==> config.mk <==
export PLATFORM = sky130hd
export DESIGN_NAME = stack_sequencer
export DESIGN_NICKNAME = d
export VERILOG_FILES = /design/src/rtl/stack_sequencer.sv
export SDC_FILE = /design/constraint.sdc
export NUM_CORES = 1
export LEC_CHECK = 0
export ABC_AREA = 0
export CAP_MARGIN = 15
export CELL_PAD_IN_SITES_DETAIL_PLACEMENT = 1
export CELL_PAD_IN_SITES_GLOBAL_PLACEMENT = 1
export CORE_MARGIN = 5
export CORE_UTILIZATION = 35
export DETAILED_ROUTE_END_ITERATION = 16
export GPL_TIMING_DRIVEN = 0
export PLACE_DENSITY = 0.84
export REMOVE_ABC_BUFFERS = 1
export SLEW_MARGIN = 20
export SYNTH_ARGS = -nofsm -noshare
export SYNTH_HDL_FRONTEND = slang
export SYNTH_SLANG_ARGS = --single-unit
==> constraint.sdc <==
create_clock -name i_clk -period 3.57 [get_ports i_clk]
set_input_delay 0.714 -clock i_clk [delete_from_list [all_inputs] [get_ports i_clk]]
set_output_delay 0.714 -clock i_clk [all_outputs]
set_load 0.02 [all_outputs]
==> src/rtl/stack_sequencer.sv <==
// -----------------------------------------------------------------------------
// stack_sequencer
//
// Turns one decoded stack instruction into the sequence of DATA_W-wide data
// memory accesses it needs, and produces the next stack pointer value plus the
// update enable for the downstream stack pointer register.
//
//   PUSH / POP : 1 word
//   CALL / RET : 2 words (2*DATA_W-bit PC)
//   INT  / RTI : 3 words (PC plus 3 flag bits)
//
// Stack is full-descending: SP addresses the next free slot.
//   push word : mem[SP] <= w,   SP <= SP - 1
//   pop word  : w = mem[SP+1],  SP <= SP + 1
//
// Ports
//   i_clk, i_reset         rising-edge clock, synchronous active-high reset
//   i_valid, i_op          op request (0 NOP, 1 PUSH, 2 POP, 3 CALL, 4 RET,
//                          5 INT, 6 RTI, 7 reserved); only sampled when idle
//   i_push_data, i_flags   PUSH word in the low half / PC for CALL and INT;
//                          flags pushed by INT
//   i_mem_rdata            combinational read data for o_mem_addr
//   o_busy                 pipeline stall while a sequence is in flight
//   o_mem_*                one access per transfer cycle
//   o_stack_operation,
//   o_stack_pointer        SP update enable and new SP value
//   o_done, o_error        one-cycle completion pulse, with error on bound fault
//   o_pop_data, o_pop_flags results of the last completed pop-type op
// -----------------------------------------------------------------------------
module stack_sequencer #(
  parameter int                DATA_W   = 16,
  parameter int                ADDR_W   = 32,
  parameter logic [ADDR_W-1:0] SP_RESET = 32'h0000_0FFF
) (
  input  logic                  i_clk,
  input  logic                  i_reset,
  input  logic                  i_valid,
  input  logic [2:0]            i_op,
  input  logic [2*DATA_W-1:0]   i_push_data,
  input  logic [2:0]            i_flags,
  input  logic [DATA_W-1:0]     i_mem_rdata,
  output logic                  o_busy,
  output logic [ADDR_W-1:0]     o_mem_addr,
  output logic                  o_mem_read,
  output logic                  o_mem_write,
  output logic [DATA_W-1:0]     o_mem_wdata,
  output logic                  o_stack_operation,
  output logic [ADDR_W-1:0]     o_stack_pointer,
  output logic                  o_done,
  output logic [2*DATA_W-1:0]   o_pop_data,
  output logic [2:0]            o_pop_flags,
  output logic                  o_error
);

  typedef enum logic [1:0] {
    S_IDLE,
    S_XFER,
    S_DONE
  } state_e;

  typedef enum logic [2:0] {
    OP_NOP  = 3'd0,
    OP_PUSH = 3'd1,
    OP_POP  = 3'd2,
    OP_CALL = 3'd3,
    OP_RET  = 3'd4,
    OP_INT  = 3'd5,
    OP_RTI  = 3'd6,
    OP_RSVD = 3'd7
  } op_e;

  // Number of memory words an op moves; 0 for NOP/reserved.
  function automatic logic [1:0] word_count(input op_e op);
    case (op)
      OP_PUSH, OP_POP: word_count = 2'd1;
      OP_CALL, OP_RET: word_count = 2'd2;
      OP_INT,  OP_RTI: word_count = 2'd3;
      default:         word_count = 2'd0;
    endcase
  endfunction

  function automatic logic is_push(input op_e op);
    is_push = (op == OP_PUSH) || (op == OP_CALL) || (op == OP_INT);
  endfunction

  state_e              state_q,     state_d;
  op_e                 op_q,        op_d;
  logic [2*DATA_W-1:0] data_q,      data_d;
  logic [2:0]          flags_q,     flags_d;
  logic [ADDR_W-1:0]   sp_q,        sp_d;
  logic [1:0]          k_q,         k_d;
  logic                err_q,       err_d;
  logic [DATA_W-1:0]   lo_q,        lo_d;        // PC low half read by RET/RTI
  logic [2:0]          sflags_q,    sflags_d;    // flags read by RTI
  logic [2*DATA_W-1:0] pop_data_q,  pop_data_d;
  logic [2:0]          pop_flags_q, pop_flags_d;

  op_e               req_op;
  logic [1:0]        req_n;
  logic [ADDR_W:0]   req_n_ext;
  logic              bound_err;
  logic [1:0]        last_k;
  logic [DATA_W-1:0] push_word;

  // Request decode and bound check. One extra bit on the sum keeps the
  // underflow compare free of wrap-around.
  always_comb begin
    req_op    = op_e'(i_op);
    req_n     = word_count(req_op);
    req_n_ext = (ADDR_W+1)'(req_n);
    if (is_push(req_op)) begin
      bound_err = {1'b0, sp_q} < req_n_ext;
    end else begin
      bound_err = ({1'b0, sp_q} + req_n_ext) > {1'b0, SP_RESET};
    end
  end

  // Word written in the current transfer cycle: PC high half goes first so
  // that the pop side sees PC low first.
  always_comb begin
    push_word = '0;
    case (op_q)
      OP_PUSH: push_word = data_q[DATA_W-1:0];
      OP_CALL, OP_INT: begin
        case (k_q)
          2'd0:    push_word = data_q[2*DATA_W-1:DATA_W];
          2'd1:    push_word = data_q[DATA_W-1:0];
          default: push_word = {{(DATA_W-3){1'b0}}, flags_q};
        endcase
      end
      default: push_word = '0;
    endcase
  end

  assign last_k = word_count(op_q) - 2'd1;

  always_comb begin
    // NOTE: every signal assigned here gets a default first; a path that
    // leaves one unassigned would infer a latch.
    state_d     = state_q;
    op_d        = op_q;
    data_d      = data_q;
    flags_d     = flags_q;
    sp_d        = sp_q;
    k_d         = k_q;
    err_d       = err_q;
    lo_d        = lo_q;
    sflags_d    = sflags_q;
    pop_data_d  = pop_data_q;
    pop_flags_d = pop_flags_q;

    o_busy            = 1'b0;
    o_mem_addr        = '0;
    o_mem_read        = 1'b0;
    o_mem_write       = 1'b0;
    o_mem_wdata       = '0;
    o_stack_operation = 1'b0;
    o_stack_pointer   = '0;
    o_done            = 1'b0;
    o_error           = 1'b0;

    case (state_q)
      S_IDLE: begin
        if (i_valid && (req_n != 2'd0)) begin
          op_d    = req_op;
          data_d  = i_push_data;
          flags_d = i_flags;
          k_d     = 2'd0;
          err_d   = bound_err;
          // A bound fault skips the transfer entirely and reports in DONE.
          state_d = bound_err ? S_DONE : S_XFER;
        end
      end

      S_XFER: begin
        o_busy            = 1'b1;
        o_stack_operation = 1'b1;
        if (is_push(op_q)) begin
          o_mem_addr  = sp_q;
          o_mem_write = 1'b1;
          o_mem_wdata = push_word;
          sp_d        = sp_q - 1'b1;
        end else begin
          o_mem_addr = sp_q + 1'b1;
          o_mem_read = 1'b1;
          sp_d       = sp_q + 1'b1;
          // Earlier words park in scratch; the visible pop result only
          // changes on the final word so it holds until the op completes.
          case (op_q)
            OP_POP: pop_data_d = {{DATA_W{1'b0}}, i_mem_rdata};
            OP_RET: begin
              if (k_q == 2'd0) lo_d       = i_mem_rdata;
              else             pop_data_d = {i_mem_rdata, lo_q};
            end
            OP_RTI: begin
              case (k_q)
                2'd0:    sflags_d = i_mem_rdata[2:0];
                2'd1:    lo_d     = i_mem_rdata;
                default: begin
                  pop_data_d  = {i_mem_rdata, lo_q};
                  pop_flags_d = sflags_q;
                end
              endcase
            end
            default: ;
          endcase
        end
        o_stack_pointer = sp_d;
        if (k_q == last_k) state_d = S_DONE;
        else               k_d     = k_q + 2'd1;
      end

      S_DONE: begin
        o_busy  = 1'b1;
        o_done  = 1'b1;
        o_error = err_q;
        err_d   = 1'b0;
        state_d = S_IDLE;
      end

      default: state_d = S_IDLE;
    endcase
  end

  assign o_pop_data  = pop_data_q;
  assign o_pop_flags = pop_flags_q;

  // NOTE: sequential state uses non-blocking assignments so every flop
  // samples the pre-edge value of its neighbours.
  always_ff @(posedge i_clk) begin
    if (i_reset) begin
      state_q     <= S_IDLE;
      op_q        <= OP_NOP;
      data_q      <= '0;
      flags_q     <= '0;
      sp_q        <= SP_RESET;
      k_q         <= '0;
      err_q       <= 1'b0;
      lo_q        <= '0;
      sflags_q    <= '0;
      pop_data_q  <= '0;
      pop_flags_q <= '0;
    end else begin
      state_q     <= state_d;
      op_q        <= op_d;
      data_q      <= data_d;
      flags_q     <= flags_d;
      sp_q        <= sp_d;
      k_q         <= k_d;
      err_q       <= err_d;
      lo_q        <= lo_d;
      sflags_q    <= sflags_d;
      pop_data_q  <= pop_data_d;
      pop_flags_q <= pop_flags_d;
    end
  end

endmodule
After elaboration in Yosys (flattened, before gate mapping)
Cells that the tools add are included.
{"block": "op_classes", "n_lt_le_gt_ge": 2, "bitwise": 2, "shift": 0, "add_sub_neg": 5, "reduce_logical": 29, "n_eq_ne": 23, "div_mod_pow": 0, "mux": 34, "mul": 0}
{"op": "32-bit 2-to-1 mux", "n": 6}
{"op": "16-bit one-hot mux with 2 select lines", "n": 3}
{"op": "32-bit one-hot mux with 3 select lines", "n": 1}
{"op": "16-bit 2-to-1 mux", "n": 4}
{"op": "32-bit by 2-bit adder with 33-bit output", "n": 1}
{"op": "33-bit by 12-bit > comparator with 1-bit output, second input constant", "n": 1}
{"op": "32-bit by 1-bit adder with 32-bit output, second input constant", "n": 1}
{"op": "32-bit by 2-bit < comparator with 1-bit output", "n": 1}
{"op": "32-bit by 1-bit subtractor with 32-bit output, second input constant", "n": 1}
{"op": "3-bit == test, second input constant", "n": 6}
{"op": "2-bit OR reduction", "n": 9}
{"op": "2-bit != test, second input constant", "n": 7}
{"op": "3-bit by 2-bit == test with 1-bit output, second input constant", "n": 4}
{"op": "2-bit one-hot mux with 3 select lines", "n": 2}
{"op": "1-bit 2-to-1 mux", "n": 10}
{"op": "2-bit 2-to-1 mux", "n": 5}
{"op": "5-bit AND reduction", "n": 2}
{"op": "2-bit one-hot mux with 2 select lines", "n": 2}
{"op": "4-bit AND reduction", "n": 2}
{"op": "2-bit nonzero test", "n": 4}
{"op": "3-bit by 1-bit == test with 1-bit output, second input constant", "n": 2}
{"op": "2-bit AND reduction", "n": 3}
{"op": "2-bit by 1-bit == test with 1-bit output, second input constant", "n": 2}
{"op": "2-bit zero test", "n": 2}
{"op": "other kinds (10)", "n": 14}
{"block": "word_totals", "output_inout_bits": 121, "ramBits": 0, "memories": 0, "latchBits": 0, "mem_bits_ro": 0, "regBits": 129}

Logic depth before layout (Yosys ltp)
Gate-level depths: netlist (run 1).
{"block": "logic_depth", "ltp_word": 9, "mapped_depth": 11, "ltp_nobuf": 11}

Worst setup path before layout (run 1)
No wires, ideal clock.
{"block": "synth_path", "path_kind": "reg2out", "from": "reg sp_q[5]", "to": "out o_stack_pointer[17]", "slack_ns": 0.595, "t_arrival_ns": 2.261, "t_required_ns": 2.856, "n_path_buf": 1, "stages_incl_launch_ff": 9, "cell_sequence": "dfxtp_1 > clkbuf_1 > nand4_1 > nor4_2 > nand2_1 > nor3_1 > nor2_1 > xor2_1 > nor2_1"}
{"block": "synth_via", "elab_chain_cells": 3, "word_cells_on_any_way": 4, "cone_classes": "add/sub: 2; mux: 2"}
{"item": "start: declaration", "line": "90", "text": "logic [ADDR_W-1:0] sp_q, sp_d;"}
{"item": "start signal: assignment", "line": "248", "text": "sp_q <= sp_d;"}
{"item": "32-bit by 1-bit adder with 32-bit output or 32-bit by 1-bit subtractor with 32-bit output (tied branches)", "line": "186, 182"}
{"item": "32-bit 2-to-1 mux (*)", "line": "178", "text": "if (is_push(op_q)) begin"}
{"item": "32-bit 2-to-1 mux (*)", "line": "162", "text": "case (state_q)"}
{"item": "end: declaration", "line": "48", "text": "output logic [ADDR_W-1:0] o_stack_pointer,"}
Mark *: on every way between the ends. The rest lies on a longest branch, timed or not.

Final worst setup path (run 1)
{"block": "layout_path", "from": "reg sp_q[9]", "to": "out o_stack_pointer[23]"}
Same word-level chain as after synthesis.

==> run_results.csv, run 1 <==
group,metric,value,unit
outcome,outcome,"complete, no violations",
final_layout,finalNonFillerCells,1464,
final_layout,drive_gt1_share,14.9,%
cts,htreeDepth,4,
timing,drv_slew,0,
placement,dp_hpwl,17900,µm
timing,fin_crit,3.52,ns
cts,numCtsBuffers,17,
cts,clkSlewWorstSetupHoldPaths,0.07,ns
critical_path,start_kind,"flip-flop",
run,max-cap-violations,0,
timing,fin_ws,0.0547,ns
grt,track_usage,20.7,%
placement,portBuffers,177,
grt,antenna_found_initial,2,
yosys,synth_ff_type,"dfxtp_1",
yosys,synthesis.area,0.00763,mm²
die,rows,54,
timing,clock-skew-final,0.0112,ns
final_layout,design_area,0.0108,mm²
grt,grt_pass1_wl,41700,µm
yosys,ys_ff_latch,129,
critical_path,critPathArrivalTime,2.80,ns
cts,cts.sinks,129,
placement,dpl_cell_area,0.00966,mm²
final_layout,antenna_cells,0,
routing,wirelength,26600,µm
routing,drc,0,
power_and_ir_drop,ir_worst_vdd,320,µV
timing,post-route-period-util,98.5,%
timing,hold_viol_final,0,
yosys,synthCells,1023,
placement,gp_congestion,0.901,
yosys,synth_cell_type_count,64,
cts,cts_tree,"done",
placement,dp.cells,1409,
routing,postRouteAntennaNets,0,
routing,dr.pass1.iters,5,
critical_path,crit_path_max_fanout,5,
yosys,synth_warnings,0,
final_layout,syn_to_final_growth,41.9,%
timing,grt_setup_unrepaired,"yes",
grt,grt_pass1_vias,7867,
cts,worstSkewPairLatency,0.43,ns
die,start_util,35.3,%
timing,max_slew.worst_pin.slew,0.707,ns
die,core,0.0216,mm²
grt,grt_remaining_overflow,0,
routing,drtIter0Drc,500,
yosys,async_flop_share,0,%
placement,pre_cts_slack,-1.13,ns
die,die_h,158,µm
yosys,synth_edf_count,0,
power_and_ir_drop,cellPowerDensity,508,mW/mm²
timing,whs,0.453,ns
power_and_ir_drop,p_leak,0.00412,µW
timing,setup_viol,0,
critical_path,worstPathRequired,2.86,ns
routing,vias,7894,
yosys,yosysSeqAreaShare,33.9,%
final_layout,finalNetCount,1242,
routing,vias_per_cell,5.39,
power_and_ir_drop,power,5500,µW
timing,max_freq,284,MHz
die,io_pins,178,
routing,wl_per_cell,18.1,µm
timing,slew_headroom,52.5,%
die,die-width,158,µm
cts,clock_path_buffers,2,
hold_path,hp-class,"flip-flop to flip-flop",
critical_path,endpoint_kind,"output port",
critical_path,critical_path_class,"flip-flop to output port",
grt,grt_max_degree,74,
cts,ctsHoldBuffers,0,
cts,clockRootBuffer,"clkbuf_16",
yosys,syn_avg_cell_area,7.46,µm²
die,fp.dieArea,0.0248,mm²
==> cell type report <==
type | count | area [µm²]
fillers | 2579 | 10800
multi-input cells | 792 | 4990
flip-flops and latches | 129 | 2650
repair buffers | 215 | 2140
clock buffers | 17 | 425
well taps | 280 | 350
clock inverters | 15 | 209
inverters | 16 | 65.1
==> worst paths after layout <==
path,from,end,slack (ns),cells after the start
worst max-delay path,sp_q[9]$_SDFFE_PP1P_,o_stack_pointer[23],0.05,8
worst min-delay path,o_pop_data[24]$_SDFFE_PP0P_,o_pop_data[24]$_SDFFE_PP0P_,0.45,2
worst max register to register,k_q[0]$_SDFFE_PP0P_,o_pop_data[8]$_SDFFE_PP0P_,0.82,10
worst min register to register,o_pop_data[24]$_SDFFE_PP0P_,o_pop_data[24]$_SDFFE_PP0P_,0.45,2
==> per-layer routing <==
metal	global-route usage (%)	share of wire [%]	up-vias
met5	0	0.053	-
met4	4.67	1.4	4
met3	5.69	7.0	35
met2	34.8	48	211
met1	26.6	43	3849
li1	-	-	3795
==> logic make-up (layout without fill, tap and decap cells) <==
family                   after synthesis  after routing  share of synthesized area, %
XOR/XNOR                              87             87                          9.99
buffers and inverters                102            263                          5.35
adder cells (fa/ha/maj)               14             14                          2.40
flip-flops                           129            129                          33.9
AND/OR/NAND/NOR                      470            470                          28.2
multiplexers                          40             40                          5.27
AO/OA/AOI/OAI                        181            181                          14.9
==> cells in the final DEF (no fill, tap or decap), types with 5 or more instances in the layout <==
master             n
dfxtp_1           99
buf_4             26
nor3_2             7
clkbuf_16         17
a22oi_1           15
o21bai_1           8
buf_2              6
nor3_1             7
and2_1             7
o21ai_1            6
inv_8              8
ha_1              12
nand3_2            5
xor2_1            48
nand4_1           24
o21ai_0           20
dlygate4sd2_1     18
and3_1            14
a21oi_1           75
nand3_1           36
mux2i_1           39
clkdlybuf4s50_1  138
nor2_1           155
nand2_1          152
dlymetal6s2s_1     9
xnor2_1           38
or3_1             12
dfxtp_2           20
inv_1             14
nand2b_1           8
dfxtp_4           10
a211oi_1          17
==> state kept, by name, indices dropped and copies added (netlist names) <==
signal,flops
o_pop_data,32
sflags_q,3
o_pop_flags,3
k_q,2
data_q,32
op_q,3
flags_q,3
state_q,2
lo_q,16
sp_q,32
err_q,1
==> timing repair <==
| item | 4_1_cts | 5_1_grt |
|---|---|---|
| gates resized for setup | 119 | 60 |
| pin swaps | 12 | 13 |
| buffers inserted | 13 | 10 |
| endpoints found under the setup margin | 81 | 50 |
==> cell usage after synthesis (all sizes together), types with 6 or more instances <==
| master | n | area share (%) |
|---|---|---|
| o31ai | 6 | 0.59 |
| a22oi | 15 | 1.5 |
| or3 | 12 | 0.98 |
| ha | 13 | 2.1 |
| inv | 15 | 0.74 |
| nor4 | 7 | 0.85 |
| xnor2 | 39 | 4.5 |
| nor3 | 17 | 1.2 |
| nand4 | 24 | 2.0 |
| buf | 23 | 1.5 |
| nor2 | 159 | 7.8 |
| nand3 | 41 | 2.8 |
| and3 | 14 | 1.1 |
| mux2i | 39 | 5.1 |
| o21ai | 28 | 1.8 |
| dfxtp | 129 | 34 |
| nand2b | 8 | 0.66 |
| xor2 | 48 | 5.5 |
| or4 | 7 | 0.74 |
| a21oi | 77 | 5.1 |
| nand2 | 155 | 7.6 |
| o21bai | 8 | 0.79 |
| a211oi | 18 | 1.8 |
| clkbuf | 63 | 3.1 |
| and2 | 7 | 0.57 |
==> critical path, stage by stage (launching register included) <==
cell           delay [ns]
dfxtp_4              0.36
or4_4                0.57
nor4_4               0.27
buf_4                0.18
nand3_2              0.16
o32ai_2              0.31
xnor2_1              0.15
nor2_1               0.05
dlygate4sd2_1        0.33
==> through the flow <==
step	TNS, ns	utilization, %
floorplan	-190.50	-
global placement	-642.36	43.5
detailed placement	-20.12	44.7
CTS	0	49.0
global route	-0.214	50.1
finish	0	50.1
==> report_power, final <==
| part | switching (µW) | total [µW] | internal, µW |
|---|---|---|---|
| Combinational | 1130 | 1900 | 770 |
| Sequential | 138 | 1690 | 1550 |
| Clock | 819 | 1900 | 1090 |
| Total | 2090 | 5500 | 3410 |
Note: power is estimated with default switching activity, not from simulation.
==> run 2: changes to the inputs <==
--- a/config.mk
+++ b/config.mk
@@ -9,13 +9,13 @@
 export CAP_MARGIN = 15
 export CELL_PAD_IN_SITES_DETAIL_PLACEMENT = 1
 export CELL_PAD_IN_SITES_GLOBAL_PLACEMENT = 1
+export CORE_ASPECT_RATIO = 0.75
 export CORE_MARGIN = 5
 export CORE_UTILIZATION = 35
 export DETAILED_ROUTE_END_ITERATION = 16
 export GPL_TIMING_DRIVEN = 0
 export PLACE_DENSITY = 0.84
 export REMOVE_ABC_BUFFERS = 1
-export SLEW_MARGIN = 20
 export SYNTH_ARGS = -nofsm -noshare
 export SYNTH_HDL_FRONTEND = slang
 export SYNTH_SLANG_ARGS = --single-unit
==> run 2 against run 1 <==
Register-to-register slack worse by 0.22 ns. Cell area unchanged. Global-route usage up 0.28 points. Hold slack about the same. Critical path depth up 1. Fmax down 0.97%. Largest power group unchanged. Die area up 0.13%. Utilization up 0.76 points. Critical endpoint is now o_stack_pointer[27]. Sequential power about the same.
==> run_results.csv, run 2 (synthesized netlist as in run 1, its figures left out) <==
group,metric,value,unit
power_and_ir_drop,p_leak,0.00412,µW
die,io_pins,178,
routing,drc,0,
cts,clockRootBuffer,"clkbuf_16",
grt,grt_remaining_overflow,0,
final_layout,mostFrequentLayoutCells,"nand2_1 (153), nor2_1 (152), clkdlybuf4s50_1 (138)",
placement,portBuffers,177,
routing,vias_per_cell,5.36,
routing,wirelength,27500,µm
timing,hold_viol_final,0,
placement,pre_cts_slack,-1.16,ns
die,die-width,180,µm
grt,grt_pass1_vias,7976,
timing,whs,0.453,ns
final_layout,antenna_cells,0,
cts,numCtsBuffers,17,
critical_path,endpoint_kind,"output port",
placement,dp.cells,1414,
grt,track_usage,21.0,%
timing,max_freq,282,MHz
timing,max_slew.worst_pin.slew,0.924,ns
final_layout,finalNonFillerCells,1471,
critical_path,critPathArrivalTime,2.84,ns
cts,htreeDepth,4,
critical_path,start_kind,"flip-flop",
final_layout,final_common_cell,"nand2_1",
cts,clock_path_buffers,2,
die,core,0.0213,mm²
cts,cts_tree,"done",
timing,slew_headroom,38.2,%
final_layout,final_core_util,50.8,%
placement,dp_hpwl,18600,µm
outcome,outcome,"complete, no violations",
timing,grt_setup_unrepaired,"yes",
cts,ctsHoldBuffers,0,
placement,gp_congestion,0.928,
routing,postRouteAntennaNets,0,
cts,cts.sinks,129,
die,fp.dieArea,0.0249,mm²
critical_path,critical_path_class,"flip-flop to output port",
timing,setup_viol,0,
critical_path,worstPathRequired,2.86,ns
final_layout,regArea,0.00265,mm²
cts,clkSlewWorstSetupHoldPaths,0.07,ns
routing,wl_per_cell,18.7,µm
grt,antenna_found_initial,0,
final_layout,multi_input_area,0.00505,mm²
die,start_util,35.8,%
power_and_ir_drop,ir_worst_vdd,279,µV
timing,clock-skew-final,0.0136,ns
final_layout,fillCellCount,2534,
timing,fin_ws,0.0201,ns
timing,fin_crit,3.55,ns
final_layout,finalNetCount,1241,
grt,grt_max_degree,87,
routing,drtIter0Drc,498,
routing,dr.pass1.iters,5,
cts,worstSkewPairLatency,0.42,ns
final_layout,drive_gt1_share,15.4,%
die,rows,46,
power_and_ir_drop,cellPowerDensity,504,mW/mm²
die,die_h,138,µm
routing,vias,7884,
critical_path,rrSetupSlack,0.60,ns
timing,post-route-period-util,99.4,%
run,max-cap-violations,0,
final_layout,syn_to_final_growth,41.9,%
grt,grt_pass1_wl,42800,µm
critical_path,crit_path_max_fanout,11,
timing,drv_slew,0,
hold_path,hp-class,"flip-flop to flip-flop",
run 2: final timing paths:
kind	startpoint	to	cells after the start
setup reg to reg	state_q[1]$_SDFFE_PP0P_	o_pop_data[15]$_SDFFE_PP0P_	11
hold reg to reg	o_pop_data[29]$_SDFFE_PP0P_	o_pop_data[29]$_SDFFE_PP0P_	2
hold / removal	o_pop_data[29]$_SDFFE_PP0P_	o_pop_data[29]$_SDFFE_PP0P_	2
setup / recovery	sp_q[8]$_SDFFE_PP1P_	o_stack_pointer[27]	9
run 2: report_power, final:
part	total, µW	switching [µW]	internal, µW
combinational	1940	1140	802
sequential	1700	146	1550
clock	1810	802	1010
total	5450	2090	3370
run 2: what timing repair did:
item / 4_1_cts / 5_1_grt
gates resized for setup: 131 / 70
setup endpoints to repair: 86 / 46
buffers inserted: 20 / 5
pin swaps: 16 / 10
run 2: layout make-up:
class	count	area share [%]
clock buffers	17	3.93
clock inverters	15	1.71
inverters	16	0.613
multi-input cells	792	46.7
flip-flops and latches	129	24.4
well taps	288	3.33
repair buffers	214	19.3
run 2: stage by stage:
stage	total power, µW	area (µm²)	setup TNS [ns]
floorplan	2730	7280	-190.50
global placement	3300	9410	-648.65
detailed placement	3380	9610	-26.59
CTS	5410	10600	0
global route	5750	10800	-0.247
finish	5450	10800	0
run 2: worst max-delay path, cell delays in order, from the launching register on:
cell and delay [ns]:
dfxtp_4 0.39, or4_4 0.59, nor4_4 0.28, buf_6 0.16, nand4_1 0.18, nor3_2 0.23, nor2_1 0.09, xnor2_1 0.23
nor2_1 0.07, buf_2 0.19
run 2: routing by layer:
layer | up-vias | routed length (µm) | GRT usage (%)
li1 | 3792 | - | -
met3 | 22 | 1870 | 6.60
met4 | 0 | 209 | 4.03
met2 | 234 | 12900 | 34.4
met5 | - | 0 | 0
met1 | 3836 | 12400 | 27.6
==> patch, RTL diff (settings of run 2) <==
Put one more register stage on the output `o_pop_flags`. The value now appears one clock later. The other outputs are not delayed to match.
--- a/src/rtl/stack_sequencer.sv
+++ b/src/rtl/stack_sequencer.sv
@@ -223,7 +223,9 @@
   end
 
   assign o_pop_data  = pop_data_q;
-  assign o_pop_flags = pop_flags_q;
+  always_ff @(posedge i_clk) begin
+    o_pop_flags <= pop_flags_q;
+  end
 
   // NOTE: sequential state uses non-blocking assignments so every flop
   // samples the pre-edge value of its neighbours.
Formal check against the unedited RTL: same outputs for any inputs over 4 cycles, from zero or initial values and one cycle with i_reset high; that may be too few to reach the edited logic, so the function may still have changed.
==> patch against run 2 <==
Core utilization down 0.16 points. Largest power group unchanged. Wire length grew 2.2%. Critical path depth grew 3. The run now ends with negative setup slack left. Power rose by 13%. Register-to-register slack better by 20 ps. Die area rose by 3.1%. Design area up 3.5%. Cell count rose by 2.3%. First-iteration DRC count down 12%. Area after synthesis up 3.4%. Sequential cell count increased by 3. Worst setup slack worse by 58 ps.
==> patch: results (changes against run 2) <==
critical_path:
  max_stage_delay_ps: 350  # -240 ps
  slowest_stage: "dfxtp_4"
  r2r_start: "sp_q[14]$_SDFFE_PP0P_"
  reg2reg_slack_ps: 620  # +20 ps
  cp_max_fo: 9  # -2
  startpoint: "op_q[0]$_SDFFE_PP0P_"
  crit_end: "o_stack_pointer[15]"
  reg2reg_to: "err_q$_SDFFE_PP0P_"
  rr_worst_depth: 10  # -1
  arrival_ps: 2890  # +50 ps
timing:
  fin_skew_ps: 14.9  # +1.25 ps
  fin_ws_ps: -37.8  # -57.9 ps
  finalSetupViolCount: 2  # +2
  relSlewSlack: 0.382  # -0.000502
pwr:
  leakagePower_uw: 0.00442  # +7.4%
  peakVddDrop_uv: 352  # +26%
outcome:
  status: "finished with violations"
  violations: "negative setup slack"
clocking:
  numCtsBuffers: 17  # unchanged
drt:
  post_drt_wl_per_cell_um: 18.6  # -0.10%
  initialDrtViolationCount: 436  # -12%
  vias: 8097  # +2.7%
synth:
  seq_area_frac_synth: 0.335  # -0.00340
  yosysWarnings: 0  # unchanged
  synthTopCellsByArea: "dfxtp_1 34%, nor2_1 7.9%, nand2_1 6.9%"
  synthDistinctLibCells: 65  # +1.6%
  synthTopCellsByCount: "166 x nor2_1, 145 x nand2_1, 132 x dfxtp_1"
finish:
  layout-drive-gt1-share: 0.178  # +0.0237
  fin_nets: 1269  # +2.3%
  n_fill_cell: 2683  # +5.9%
worst_hold_path:
  hp-class: "reg2reg"
placed_design:
  gp_congestion: 0.895  # -3.6%
  hpwlAfterDp_um: 18600  # about the same
  pre_cts_slack_ps: -831  # +334 ps
grt:
  grt.total_usage: 0.207  # -0.00251
  grt_pass1_vias: 8207  # +2.9%
  grt_pass1_wl_um: 43800  # +2.1%
[patch: final cells by class]
cell class	count	share of cell area
clock buffer	17	0.0380
clock inverter	15	0.0146
inverter	18	0.00681
multi-input combinational	790	0.459
sequential	132	0.243
tap	294	0.0328
timing repair buffer	239	0.206
[patch: worst min-delay path by stage]
stage	start	end	slack, ps	cells after the start
finish	pop_flags_q[2]$_SDFFE_PP0P_	o_pop_flags[2]$_DFF_P_	350	0
floorplan	pop_flags_q[0]$_SDFFE_PP0P_	o_pop_flags[0]$_DFF_P_	330	0
detailed placement	pop_flags_q[1]$_SDFFE_PP0P_	o_pop_flags[1]$_DFF_P_	340	0
CTS	pop_flags_q[2]$_SDFFE_PP0P_	o_pop_flags[2]$_DFF_P_	350	0
global placement	pop_flags_q[0]$_SDFFE_PP0P_	o_pop_flags[0]$_DFF_P_	340	0
global route	pop_flags_q[0]$_SDFFE_PP0P_	o_pop_flags[0]$_DFF_P_	360	0
[patch: layer usage]
layer,GRT usage,share of wire,up-vias,routed length (um)
met5,0,0,-,0
met2,0.326,0.46,239,12900
met4,0.0505,0.015,0,430
li1,-,-,3866,-
met1,0.276,0.44,3960,12500
met3,0.0687,0.080,32,2240
[patch: where the power goes]
part           total (uW)  internal (uW)  switching, uW
clock                1740            938            799
combinational        2650           1070           1580
sequential           1780           1610            170
[patch: cell families (layout without fill, tap and decap cells)]
| logic type | Yosys count | after routing | share of synthesized area |
|---|---|---|---|
| buf+inv | 106 | 289 | 0.0562 |
| compound gates | 185 | 185 | 0.156 |
| flops | 132 | 132 | 0.335 |
| xor+xnor | 84 | 84 | 0.0933 |
| fa+ha+maj | 15 | 15 | 0.0244 |
| mux | 45 | 45 | 0.0576 |
| simple gates | 461 | 461 | 0.277 |
[patch: repair_timing]
action / in CTS / in global routing
pin swaps: 14 / 14
setup endpoints to repair: 78 / 50
resized for setup: 152 / 51
hold endpoints to repair: 0 / 0
setup buffers: 23 / 30
[patch: worst max-delay path, delay by kind of cell, from the launching register on]
family | cells | cell delay, ps
AO/OA/AOI/OAI | 2 | 490
AND/OR/NAND/NOR | 3 | 310
flip-flops | 1 | 350
XOR/XNOR | 1 | 170
buffers and inverters | 6 | 1160
[patch: stage by stage]
step,area (um2),util,instances,TNS (ps)
after floorplan,7510,-,940,-80590
after global routing,11200,0.507,1505,-900
after CTS,10800,0.490,1475,-444
after detailed placement,9800,0.443,1420,-16840
final,11200,0.507,1505,-59.7
after global placement,9650,0.436,1411,-482860
